[src/rtl/sata_link_pkg.sv]
// Shared constants for the SATA per-port link bring-up sequencer.
// State encoding is fixed because software reads it back through state_o.
// Default cycle counts are given for 75 MHz and 150 MHz phyclk.
package sata_link_pkg;

  localparam int ST_W = 3;

  localparam logic [ST_W-1:0] ST_IDLE      = 3'd0;
  localparam logic [ST_W-1:0] ST_PLL_WAIT  = 3'd1;
  localparam logic [ST_W-1:0] ST_PHY_RST   = 3'd2;
  localparam logic [ST_W-1:0] ST_COMRESET  = 3'd3;
  localparam logic [ST_W-1:0] ST_WAIT_LINK = 3'd4;
  localparam logic [ST_W-1:0] ST_LINK_UP   = 3'd5;
  localparam logic [ST_W-1:0] ST_BACKOFF   = 3'd6;
  localparam logic [ST_W-1:0] ST_FAIL      = 3'd7;

  // 75 MHz phyclk: 10 ms link timeout, 100 us backoff.
  localparam int RST_CYCLES_75     = 16;
  localparam int LINK_TIMEOUT_75   = 750000;
  localparam int BACKOFF_CYCLES_75 = 7500;

  // 150 MHz phyclk: same wall-clock intervals.
  localparam int RST_CYCLES_150     = 32;
  localparam int LINK_TIMEOUT_150   = 1500000;
  localparam int BACKOFF_CYCLES_150 = 15000;

endpackage

[src/rtl/sata_link_timer.sv]
// Loadable down-counter shared by the PHY reset, link wait and backoff phases.
// Load takes effect on the next edge; the count then decrements to 0 and holds.
// expired is a decode of the current count (value == 0).
module sata_link_timer #(
  parameter int C_CNT_W = 24
) (
  input  logic               phyclk,
  input  logic               phyreset,
  input  logic               load,
  input  logic [C_CNT_W-1:0] load_val,
  output logic [C_CNT_W-1:0] value,
  output logic               expired
);

  // Load wins over counting; the count parks at zero once expired.
  always_ff @(posedge phyclk or posedge phyreset) begin
    if (phyreset) begin
      value <= '0;
    end else if (load) begin
      value <= load_val;
    end else if (value != '0) begin
      value <= value - C_CNT_W'(1);
    end
  end

  assign expired = (value == '0);

endmodule

[src/rtl/sata_link_init_ctrl.sv]
// Per-port SATA link bring-up: PLL wait, PHY reset pulse, COMRESET, linkup wait, backoff/retry.
// Outputs are registered from the next-state decode, so they change together with state_o.
// Optional stats counters (linkup_cnt, drop_cnt) are built only when SATA_LINK_STATS_EN is defined.
module sata_link_init_ctrl
  import sata_link_pkg::*;
#(
  parameter int C_RST_CYCLES     = RST_CYCLES_75,
  parameter int C_LINK_TIMEOUT   = LINK_TIMEOUT_75,
  parameter int C_BACKOFF_CYCLES = BACKOFF_CYCLES_75,
  parameter int C_MAX_RETRY      = 3,
  parameter int C_CNT_W          = 24
) (
  input  logic        phyclk,
  input  logic        phyreset,
  input  logic        enable,
  input  logic        comreset_req,
  input  logic        plllock,
  input  logic        linkup,
  input  logic        comm_init,
  output logic        phyreset_o,
  output logic        start_comm,
  output logic        link_ready,
  output logic        link_err,
  output logic [3:0]  retry_cnt,
  output logic [2:0]  state_o,
  output logic [15:0] linkup_cnt,
  output logic [15:0] drop_cnt
);

  localparam logic [C_CNT_W-1:0] LD_RST     = C_CNT_W'(C_RST_CYCLES - 1);
  localparam logic [C_CNT_W-1:0] LD_TIMEOUT = C_CNT_W'(C_LINK_TIMEOUT - 1);
  localparam logic [C_CNT_W-1:0] LD_BACKOFF = C_CNT_W'(C_BACKOFF_CYCLES - 1);
  localparam logic [3:0]         MAX_RETRY  = 4'(C_MAX_RETRY);

  logic [ST_W-1:0]    state;
  logic [ST_W-1:0]    nxt;
  logic               ld;
  logic [C_CNT_W-1:0] ld_val;
  logic [C_CNT_W-1:0] timer_val_unused;
  logic               timer_exp;
  logic [3:0]         nxt_retry;
  logic [3:0]         retry_inc;
  logic               nxt_err;
  logic               inc_up;
  logic               inc_drop;
  logic               ci_q;
  logic               ci_rise;
  logic               ci_restart;

  // One timer serves every timed phase; its raw count is left available for debug probing.
  sata_link_timer #(.C_CNT_W(C_CNT_W)) u_timer (
    .phyclk   (phyclk),
    .phyreset (phyreset),
    .load     (ld),
    .load_val (ld_val),
    .value    (timer_val_unused),
    .expired  (timer_exp)
  );

  assign ci_rise    = comm_init & ~ci_q;
  assign ci_restart = ci_rise & ((state == ST_LINK_UP) | (state == ST_BACKOFF) | (state == ST_FAIL));
  assign retry_inc  = (retry_cnt >= MAX_RETRY) ? MAX_RETRY : retry_cnt + 4'd1;

  // Next-state logic: restart events first (enable, PLL loss, COMRESET/COMINIT), then the normal sequence.
  always_comb begin
    nxt       = state;
    ld        = 1'b0;
    ld_val    = '0;
    nxt_retry = retry_cnt;
    nxt_err   = link_err;
    inc_up    = 1'b0;
    inc_drop  = 1'b0;
    if (!enable) begin
      nxt       = ST_IDLE;
      nxt_retry = 4'd0;
      nxt_err   = 1'b0;
    end else if (!plllock && (state != ST_IDLE) && (state != ST_PLL_WAIT)) begin
      nxt = ST_PLL_WAIT;
    end else if (comreset_req || ci_restart) begin
      nxt       = ST_PHY_RST;
      ld        = 1'b1;
      ld_val    = LD_RST;
      nxt_retry = 4'd0;
      nxt_err   = 1'b0;
    end else begin
      case (state)
        ST_IDLE: nxt = ST_PLL_WAIT;
        ST_PLL_WAIT: begin
          if (plllock) begin
            nxt    = ST_PHY_RST;
            ld     = 1'b1;
            ld_val = LD_RST;
          end
        end
        ST_PHY_RST: begin
          if (timer_exp) nxt = ST_COMRESET;
        end
        ST_COMRESET: begin
          nxt    = ST_WAIT_LINK;
          ld     = 1'b1;
          ld_val = LD_TIMEOUT;
        end
        ST_WAIT_LINK: begin
          // linkup takes precedence over a timeout landing on the same cycle
          if (linkup) begin
            nxt       = ST_LINK_UP;
            nxt_retry = 4'd0;
            inc_up    = 1'b1;
          end else if (timer_exp) begin
            nxt_retry = retry_inc;
            if (retry_inc == MAX_RETRY) begin
              nxt     = ST_FAIL;
              nxt_err = 1'b1;
            end else begin
              nxt    = ST_BACKOFF;
              ld     = 1'b1;
              ld_val = LD_BACKOFF;
            end
          end
        end
        ST_LINK_UP: begin
          if (!linkup) begin
            nxt      = ST_BACKOFF;
            ld       = 1'b1;
            ld_val   = LD_BACKOFF;
            inc_drop = 1'b1;
          end
        end
        ST_BACKOFF: begin
          if (timer_exp) begin
            nxt    = ST_PHY_RST;
            ld     = 1'b1;
            ld_val = LD_RST;
          end
        end
        ST_FAIL: nxt = ST_FAIL;
        default: nxt = ST_IDLE;
      endcase
    end
  end

  // State and all outputs registered together, decoded from the next state.
  always_ff @(posedge phyclk or posedge phyreset) begin
    if (phyreset) begin
      state      <= ST_IDLE;
      phyreset_o <= 1'b1;
      start_comm <= 1'b0;
      link_ready <= 1'b0;
      link_err   <= 1'b0;
      retry_cnt  <= 4'd0;
      ci_q       <= 1'b0;
    end else begin
      state      <= nxt;
      phyreset_o <= (nxt == ST_IDLE) | (nxt == ST_PLL_WAIT) | (nxt == ST_PHY_RST);
      start_comm <= (nxt == ST_COMRESET);
      link_ready <= (nxt == ST_LINK_UP);
      link_err   <= nxt_err;
      retry_cnt  <= nxt_retry;
      ci_q       <= comm_init;
    end
  end

  assign state_o = state;

`ifdef SATA_LINK_STATS_EN
  logic [15:0] up_q;
  logic [15:0] drop_q;

  // Saturating link-up / link-drop event counters, cleared only by phyreset.
  always_ff @(posedge phyclk or posedge phyreset) begin
    if (phyreset) begin
      up_q   <= 16'd0;
      drop_q <= 16'd0;
    end else begin
      if (inc_up && (up_q != 16'hFFFF)) up_q <= up_q + 16'd1;
      if (inc_drop && (drop_q != 16'hFFFF)) drop_q <= drop_q + 16'd1;
    end
  end

  assign linkup_cnt = up_q;
  assign drop_cnt   = drop_q;
`else
  logic stats_unused;
  assign stats_unused = inc_up ^ inc_drop;
  assign linkup_cnt   = 16'd0;
  assign drop_cnt     = 16'd0;
`endif

endmodule

[config.mk]
export PLATFORM = sky130hd
export DESIGN_NAME = sata_link_init_ctrl
export DESIGN_NICKNAME = d
export VERILOG_FILES = /design/src/rtl/sata_link_pkg.sv /design/src/rtl/sata_link_timer.sv /design/src/rtl/sata_link_init_ctrl.sv
export SDC_FILE = /design/constraint.sdc
export NUM_CORES = 1
export LEC_CHECK = 0
export ABC_AREA = 1
export BUFFER_PORTS_ARGS = -buffer_cell sky130_fd_sc_hd__buf_2
export CORE_MARGIN = 5
export CORE_UTILIZATION = 45
export DETAILED_ROUTE_END_ITERATION = 8
export GPL_TIMING_DRIVEN = 0
export PLACE_DENSITY_LB_ADDON = 0.2
export SLEW_MARGIN = 20
export SYNTH_ARGS = -nofsm -noshare
export SYNTH_HDL_FRONTEND = slang
export SYNTH_HIERARCHICAL = 1
export SYNTH_SLANG_ARGS = --single-unit
[constraint.sdc]
create_clock -name phyclk -period 2.55 [get_ports phyclk]
set_input_delay 0.1275 -clock phyclk [delete_from_list [all_inputs] [get_ports phyclk]]
set_output_delay 0.1275 -clock phyclk [all_outputs]
set_load 0.02 [all_outputs]
==> qor.yml, run 1 <==
run_status: "finished, final reports clean"
hp-class: "in2reg"
grtUsageTotal_pct: 17.4
critPathMaxStageDelay_ns: 0.41
muxShareOfSynthArea_pct: 0
syn_area_per_cell_um2: 6.62
first_iter_violations: 157
antenna_found_initial: 0
synth_xor_area_share_pct: 2.55
gr-total-overflow: 0
wire_per_inst_um: 10.8
clk_path_buf_depth: 2
drive_above_1_share_pct: 23.0
htree_levels: 2
hpwl_mm: 4.68
numCtsBuffers: 5
initial_utilization_pct: 46.4
reg2reg_setup_slack_ns: 0.17
drv_cap: 0
yosysSeqAreaShare_pct: 32.8
fill_cells: 600
dieArea_um2: 7770
clk_latency_ns: 0.29
grt_pass1_vias: 2302
syn_area_um2: 2750
port_buffers: 17
pin_count: 50
core-area_um2: 5920
cp_max_fo: 6
gp_congestion: 0.907
slowest_stage: "dfrtp_1"
n_antenna_cell: 0
vias_per_cell: 4.52
slew_headroom_pct: 41.4
dr.pass1.iters: 4
ir_worst_vdd_uv: 369
clk_pin_slew_worst_paths_ns: 0.08
die_w_um: 88.1
critPathKind: "reg2reg"
synth_adder_area_share_pct: 1.37
synth-simple-area-share_pct: 40.9
crit_path_start_kind: "register"
clock-root-buffer: "clkbuf_8"
max_freq_ghz: 0.420
setup_viol: 0
num_rows: 28
ys_types: 31
ys_ff_latch: 36
die_h_um: 88.1
min_period_over_period_pct: 93.4
utilization_pct: 56.2
grt_max_degree: 25
end_kind: "register"
synth-compound-area-share_pct: 4.97
synth_top_family_by_area: "simple AND/OR/NAND/NOR gates"
cp.required_ns: 2.79
synthCells: 415
skew_ns: 0.00891
finalWirelength_mm: 6.10
tritoncts: "yes"
arrival_ns: 2.62
synth-warning-count: 6
clock-sinks: 36
powerDensity_nw_per_um2: 856
syn2layout_area_growth_pct: 21.1
final_nets: 500
hold_viol_final: 0
drc_errors: 0
drv_slew: 0
tightest_slew_ns: 0.874
p_leak_nw: 1.88
grt_pass1_wl_mm: 10.7
crit_chain: "nor2_2, nand2_2, nor2_4, nand2_2, nor3_4, nand4_1, nand3_1, nor2_2, o21ai_2, buf_6, inv_4, nand4_1, buf_4, nand2_1, inv_1"
period_minus_slack_ns: 2.38
final_antenna_net_count: 0
via_count: 2557
hold-worst-slack_ns: 0.186
-- final cells by class --
type,count,area [um^2],area share (%)
Clock inverter,3,42.5,1.28
Tap cell,75,93.8,2.82
Multi-Input combinational cell,331,1560,46.9
Clock buffer,5,68.8,2.07
Buffer,38,288,8.65
Inverter,48,185,5.57
Timing Repair Buffer,30,188,5.64
Sequential cell,36,902,27.1
-- layer usage --
layer	share of wire [%]	vias to the layer above	track usage [%]
met5	0	-	0
met4	1.3	0	4.40
met3	6.8	10	3.67
met2	47	74	29.2
met1	44	1112	22.9
li1	-	1361	-
-- Yosys cell counts --
cell type | instances | area (um^2)
o21ai_0 | 8 | 40.0
buf_2 | 1 | 5.00
o21ai_2 | 2 | 17.5
a21oi_1 | 3 | 15.0
dfrtp_1 | 35 | 876
nor2_2 | 7 | 43.8
xor2_1 | 5 | 43.8
nor2_1 | 55 | 206
inv_1 | 45 | 169
nand2_1 | 141 | 529
o21ai_4 | 1 | 16.3
conb_1 | 1 | 3.75
buf_6 | 2 | 22.5
inv_4 | 1 | 6.26
inv_2 | 2 | 7.51
dfstp_2 | 1 | 26.3
o21ai_1 | 2 | 10.0
nand3_1 | 28 | 140
o21bai_1 | 1 | 7.51
buf_4 | 34 | 255
nand3_2 | 3 | 30.0
o211ai_1 | 3 | 22.5
xnor2_1 | 3 | 26.3
nor2_4 | 3 | 33.8
nand2_2 | 7 | 43.8
a21boi_1 | 1 | 7.51
nand4_1 | 9 | 56.3
nand3b_1 | 4 | 30.0
ha_1 | 3 | 37.5
nor3_1 | 2 | 10.0
clkbuf_1 | 2 | 7.51
-- cell usage in the layout (no fill, tap or decap), types with 2 or more instances in the layout --
master / netlist / layout
dfrtp_1: 35 / 35
a21oi_1: 3 / 2
nand3_1: 28 / 28
o21ai_0: 8 / 7
dlygate4sd3_1: 0 / 2
nand3b_1: 4 / 4
inv_1: 45 / 40
o21ai_2: 2 / 3
buf_2: 1 / 17
nand4_1: 9 / 9
nor2_4: 3 / 3
nand2_2: 7 / 8
clkbuf_2: 0 / 2
o211ai_1: 3 / 3
ha_1: 3 / 2
buf_4: 34 / 45
inv_4: 1 / 2
nand3_2: 3 / 3
nor2_2: 7 / 10
xor2_1: 5 / 5
inv_2: 2 / 5
nand2_1: 141 / 140
nor2_1: 55 / 52
conb_1: 1 / 40
o21ai_1: 2 / 2
xnor2_1: 3 / 3
buf_6: 2 / 2
clkbuf_8: 0 / 5
-- kinds of logic after synthesis --
group | Yosys count
adders and majority gates | 3
and+or+nand+nor | 259
other | 1
DFF | 36
xor gates and xnor gates | 8
buffers and inverters | 87
AOI/OAI and AO/OA | 21
-- worst max-delay path: cells and delay by family, from the launching register on --
| family | cells | cell delay, ns |
|---|---|---|
| DFF | 1 | 0.41 |
| and+or+nand+nor | 10 | 1.34 |
| AOI/OAI and AO/OA | 1 | 0.17 |
| buffers and inverters | 4 | 0.40 |
-- final timing paths --
check,start,to,cells past startpoint
worst min-delay path,enable,state_o[2],3
max in group asynchronous,phyreset,u_timer/value[22],3
worst max register to register,u_timer/value[8],u_timer/value[5],15
worst min register to register,retry_cnt[3],retry_cnt[3],2
min in group asynchronous,phyreset,state_o[0],3
worst max-delay path,u_timer/value[8],u_timer/value[5],15
-- flip-flops by register name (all words and copies together) (netlist names) --
name and flops:
u_timer/value 24, retry_cnt 4, state_o 3, ci_q 1, link_err 1, link_ready 1, phyreset_o 1, start_comm 1
-- where the power goes --
| group | switching (W) | internal [W] | total, W | leakage, nW |
|---|---|---|---|---|
| clock | 0.000220 | 0.000289 | 0.000510 | 0.0541 |
| sequential | 0.000161 | 0.000725 | 0.000886 | 0.470 |
| combinational | 0.000940 | 0.000512 | 0.00145 | 1.35 |
-- stage by stage --
stage,setup slack [ns],power (W),TNS [ns],instances,area [um^2]
floorplan,0.0832,0.00196,0,454,2900
global route,-0.0120,0.00314,-0.0282,566,3330
CTS,0.00354,0.00280,0,561,3270
finish,0.168,0.00285,0,566,3330
detailed placement,-0.590,0.00223,-10.45,546,3080
global placement,-0.520,0.00220,-8.88,546,3080
-- repair_timing --
action / 4_1_cts / 5_1_grt
endpoints found under the hold margin: 12 / 0
gates resized for setup: 9 / 10
endpoints found under the setup margin: 24 / 23
pin swaps: 3 / 8
hold buffers: 2 / 0
buffers inserted: 5 / 6
Power figures use the tool's default switching activity.
==> inputs of run 2 (changes only) <==
--- a/config.mk
+++ b/config.mk
@@ -9,3 +9,2 @@
 export BUFFER_PORTS_ARGS = -buffer_cell sky130_fd_sc_hd__buf_2
-export CORE_MARGIN = 5
 export CORE_UTILIZATION = 45
==> constraint.sdc (replaced) <==
create_clock -name phyclk -period 2.55 [get_ports phyclk]
set_input_delay 0.3825 -clock phyclk [delete_from_list [all_inputs] [get_ports phyclk]]
set_output_delay 0.3825 -clock phyclk [all_outputs]
set_load 0.02 [all_outputs]
==> run 2 against run 1 <==
- final area up 1.0%
- core utilization up 0.57 points
- global-route usage up 2.8 points
- combinational power about the same
- sequential share of layout area down 0.27 points
- count of clock-buffer cells in the layout unchanged
- non-clock buffer count up 2
- register-to-register slack better by 0.06 ns
- via count up 1.5%
==> qor.yml, run 2 (synthesis results as in run 1) <==
run_status: "finished, final reports clean"
tightest_slew_ns: 0.952  # +0.0783 ns
period_minus_slack_ns: 2.32  # -0.0621 ns
drv_cap: 0  # unchanged
grt_max_degree: 25  # unchanged
p_leak_nw: 1.89  # +0.67%
fill_cells: 580  # -3.3%
clk_path_buf_depth: 2  # unchanged
clk_pin_slew_worst_paths_ns: 0.08  # about the same
grt_pass1_wl_mm: 9.98  # -6.6%
clock-sinks: 36  # unchanged
initial_utilization_pct: 46.4  # unchanged
final_antenna_net_count: 0  # unchanged
first_iter_violations: 94  # -40%
numCtsBuffers: 5  # unchanged
htree_levels: 2  # unchanged
wire_per_inst_um: 10.6  # -1.3%
total_power_w: 0.00289  # +1.5%
setup_viol: 0  # unchanged
min_period_over_period_pct: 91.0  # -2.4 points
crit_path_start_kind: "register"
cts_hold_buf: 0  # -2
drive_above_1_share_pct: 24.9  # +1.9 points
n_antenna_cell: 0  # unchanged
slew_headroom_pct: 36.5  # -4.9 points
pin_count: 50  # unchanged
reg2regPathDepth: 16  # +1
cp_max_fo: 5  # -1
powerDensity_nw_per_um2: 860  # +0.49%
max_freq_ghz: 0.431  # +2.7%
skew_ns: 0.00839  # -0.000525 ns
gp_congestion: 0.866  # -4.5%
hp-class: "in2async"
dieArea_um2: 6420  # -17%
antenna_found_initial: 0  # unchanged
ir_worst_vdd_uv: 386  # +4.6%
grt_pass1_vias: 2284  # -0.78%
gr-total-overflow: 0  # unchanged
tritoncts: "yes"
critPathKind: "reg2reg"
hold_viol_final: 0  # unchanged
grtUsageMet2_pct: 34.8  # +5.6 points
num_rows: 28  # unchanged
drc_errors: 0  # unchanged
cp.required_ns: 2.78  # about the same
use_met3_pct: 3.86  # +0.19 points
grt_use_met1_pct: 24.5  # +1.6 points
die_h_um: 80.1  # -9.1%
port_buffers: 17  # unchanged
top_register: "u_timer/value"
drv_slew: 0  # unchanged
grtUsageTotal_pct: 20.2  # +2.8 points
grt_setup_unrepaired: "false"
dr.pass1.iters: 4  # unchanged
finalWirelength_mm: 6.04  # -0.97%
arrival_ns: 2.55  # -0.07 ns
syn2layout_area_growth_pct: 22.4
layout_commonest_cell: "nand2_1"
vias_per_cell: 4.57  # +1.1%
busiest_layer: "met2"
end_kind: "register"
clk_latency_ns: 0.30  # about the same
final_nets: 502  # +0.40%
mostFrequentLayoutCells: "nand2_1, nor2_1, buf_4"
clock-root-buffer: "clkbuf_8"
largest_reg_flops: 24  # unchanged
hold-worst-slack_ns: 0.104  # -0.0825 ns
core-area_um2: 5920  # unchanged
via_count: 2595  # +1.5%
die_w_um: 80.1  # -9.1%
hpwl_mm: 4.50  # -3.9%
## run 2: timing repair
action,4_1_cts,5_1_grt
resized for setup,7,26
gates cloned,0,0
setup buffers,6,9
setup endpoints to repair,24,24
pin swaps,4,12
## run 2: stage by stage
step	util [%]	instance area, um^2	setup TNS (ns)	setup slack [ns]	std cells
floorplan	-	2900	0	0.0832	454
global placement	52.0	3080	-8.53	-0.508	546
detailed placement	52.0	3080	-10.62	-0.622	546
CTS	54.9	3250	0	0.0427	560
global route	56.8	3360	0	0.00944	568
finish	56.8	3360	0	0.230	568
## run 2: path summary, 6_finish.rpt
kind | from | end | slack (ns)
setup / recovery | u_timer/value[1] | u_timer/value[4] | 0.23
hold / removal | phyreset | link_ready | 0.10
setup reg to reg | u_timer/value[1] | u_timer/value[4] | 0.23
hold reg to reg | retry_cnt[3] | retry_cnt[3] | 0.50
max in group asynchronous | phyreset | u_timer/value[2] | 1.66
min in group phyclk | comm_init | ci_q | 0.21
## run 2: report_power, final
part | switching [W] | internal (W)
logic | 0.000964 | 0.000516
registers | 0.000158 | 0.000725
clock network | 0.000235 | 0.000295
total | 0.00136 | 0.00153
## run 2: per-layer routing
layer | up-vias | wire [um]
met5 | - | 0
li1 | 1366 | -
met1 | 1155 | 2760
met3 | 11 | 275
met2 | 63 | 2900
met4 | 0 | 98
## run 2: area by class of cell
type                            count  area (um^2)  share of cell area [%]
Clock inverter                      3         46.3                    1.38
Inverter                           48          188                    5.58
Multi-Input combinational cell    331         1570                    46.6
Timing Repair Buffer               32          201                    5.99
Clock buffer                        5         68.8                    2.05
Sequential cell                    36          902                    26.8
Tap cell                           75         93.8                    2.79
Buffer                             38          293                    8.71
## run 2: critical path: stages, from the launching register on
cell	delay, ns
dfrtp_1	0.40
inv_2	0.10
ha_4	0.14
nand2_2	0.05
nor2_1	0.10
nand3_1	0.12
nor3_4	0.29
nand4_1	0.16
nand3_1	0.11
nor2_2	0.05
o21ai_2	0.15
buf_6	0.15
inv_6	0.04
nand4_1	0.10
buf_4	0.16
inv_2	0.05
a21oi_2	0.09
==> inputs of run 3 (changes only) <==
- PLACE_DENSITY: default -> 0.67
- PLACE_DENSITY_LB_ADDON: 0.2 -> default
- SLEW_MARGIN: 20 -> 15
==> run 3 against run 2 <==
- critical path depth stayed put
- hold slack improved by 0.0068 ns
- via count up 2.6%
- register-to-register slack lost 0.09 ns
- sequential power is essentially flat
==> qor.yml, run 3 (synthesis results as in run 1) <==
tritoncts: "yes"
initial_utilization_pct: 46.4  # unchanged
p_leak_nw: 1.93  # +2.0%
num_rows: 28  # unchanged
arrival_ns: 2.60  # +0.05 ns
wire_per_inst_um: 11.0  # +3.3%
setup_viol: 0  # unchanged
run_status: "finished, final reports clean"
drive_above_1_share_pct: 24.2  # -0.70 points
vias_per_cell: 4.64  # +1.5%
drv_slew: 0  # unchanged
final_nets: 508  # +1.2%
skew_ns: 0.0152  # +0.00686 ns
hp-class: "in2async"
hold-worst-slack_ns: 0.110  # +0.00678 ns
grt_pass1_vias: 2246  # -1.7%
total_power_w: 0.00280  # -3.2%
period_minus_slack_ns: 2.41  # +0.0937 ns
min_period_over_period_pct: 94.7  # +3.7 points
cts_hold_buf: 0  # unchanged
syn2layout_area_growth_pct: 23.3
tightest_slew_ns: 0.939  # -0.0134 ns
crit_path_start_kind: "register"
top_register: "u_timer/value"
clock-sinks: 36  # unchanged
design_area_um2: 3390  # +0.78%
critPathKind: "reg2reg"
core-area_um2: 5920  # unchanged
gp_congestion: 0.874  # +0.87%
hpwl_mm: 4.61  # +2.4%
powerDensity_nw_per_um2: 826  # -4.0%
clk_latency_ns: 0.29  # about the same
grtUsageTotal_pct: 20.1  # -0.043 points
gr-total-overflow: 0  # unchanged
clk_pin_slew_worst_paths_ns: 0.07  # about the same
port_buffers: 17  # unchanged
slew_headroom_pct: 37.3  # +0.89 points
clk_path_buf_depth: 2  # unchanged
die_w_um: 80.1  # unchanged
numCtsBuffers: 5  # unchanged
n_antenna_cell: 0  # unchanged
finalWirelength_mm: 6.30  # +4.4%
end_kind: "register"
multi_input_area_um2: 1560  # -0.32%
drv_cap: 0  # unchanged
clock-root-buffer: "clkbuf_8"
mostFrequentLayoutCells: "nand2_1, nor2_1, buf_4"
via_count: 2662  # +2.6%
final_antenna_net_count: 0  # unchanged
largest_reg_flops: 24  # unchanged
antenna_found_initial: 0  # unchanged
cp_max_fo: 10  # +5
dieArea_um2: 6420  # unchanged
pin_count: 50  # unchanged
drc_errors: 0  # unchanged
dr.pass1.iters: 7  # +3
grt_pass1_wl_mm: 9.96  # -0.21%
max_freq_ghz: 0.414  # -3.9%
place_area_um2: 3080  # unchanged
ir_worst_vdd_uv: 353  # -8.6%
die_h_um: 80.1  # unchanged
regArea_um2: 902  # unchanged
grt_max_degree: 25  # unchanged
first_iter_violations: 157  # +67%
layout_commonest_cell: "nand2_1"
hold_viol_final: 0  # unchanged
cp.required_ns: 2.73  # -0.05 ns
fill_cells: 591  # +1.9%
htree_levels: 2  # unchanged
run 3: cell count changes in the layout (fill, tap and decap cells not counted), sizes merged:
cell | before | now
clkbuf | 6 | 10
buf | 69 | 73
inv | 49 | 48
clkinv | 0 | 1
clkinvlp | 1 | 0
bufinv | 1 | 0
run 3: final cells by class:
| type | count | share of cell area [%] |
|---|---|---|
| multi-input cells | 331 | 46.1 |
| flip-flops and latches | 36 | 26.6 |
| plain buffers | 39 | 9.01 |
| repair buffers | 37 | 7.46 |
| inverters | 48 | 5.47 |
| well taps | 75 | 2.77 |
| clock buffers | 7 | 2.25 |
| clock inverters | 1 | 0.259 |
run 3: path summary, 6_finish.rpt:
kind	startpoint	to	slack, ns	cells past startpoint
worst max-delay path	u_timer/value[1]	u_timer/value[8]	0.14	16
worst min-delay path	phyreset	ci_q	0.11	2
worst max register to register	u_timer/value[1]	u_timer/value[8]	0.14	16
worst min register to register	retry_cnt[3]	retry_cnt[3]	0.51	2
max in group asynchronous	phyreset	u_timer/value[5]	1.66	2
min in group phyclk	comm_init	ci_q	0.22	1
run 3: power breakdown:
part	switching (W)	internal, W	leakage, nW
Clock	0.000211	0.000195	0.0424
Sequential	0.000158	0.000723	0.470
Combinational	0.000965	0.000544	1.41
run 3: repair_timing:
item                                    CTS  global route
resized for setup                         7            17
pin swaps                                 5            11
buffers inserted                          7            12
gates cloned                              0             1
endpoints found under the hold margin     0             0
endpoints found under the setup margin   24            24
run 3: through the flow:
step | TNS (ns) | instances | setup slack, ns | util [%]
final | 0 | 574 | 0.136 | 57.2
after global routing | -1.19 | 574 | -0.0981 | 57.2
after CTS | 0 | 561 | 0.0128 | 54.6
after detailed placement | -11.36 | 546 | -0.627 | 52.0
after global placement | -9.35 | 546 | -0.543 | 52.0
after floorplan | 0 | 454 | 0.0832 | -
run 3: per-layer routing:
metal  track usage, %  vias to the layer above  wire, um
met5                0                        -         0
met4             7.32                        0       109
met3             3.86                       12       284
met2             33.4                       93      2990
met1             25.9                     1174      2920
li1                 -                     1383         -
run 3: worst max-delay path, cell delays in order (launching register included):
cell,delay (ns)
dfrtp_1,0.39
inv_2,0.09
ha_4,0.14
nand2_2,0.05
nor2_1,0.11
nand3_2,0.10
nor3_4,0.29
nand4_1,0.20
nand3_2,0.12
nor2_2,0.05
o21ai_2,0.16
buf_6,0.16
buf_4,0.12
nor2_4,0.07
clkbuf_16,0.16
nand2_1,0.05
nand2_1,0.04
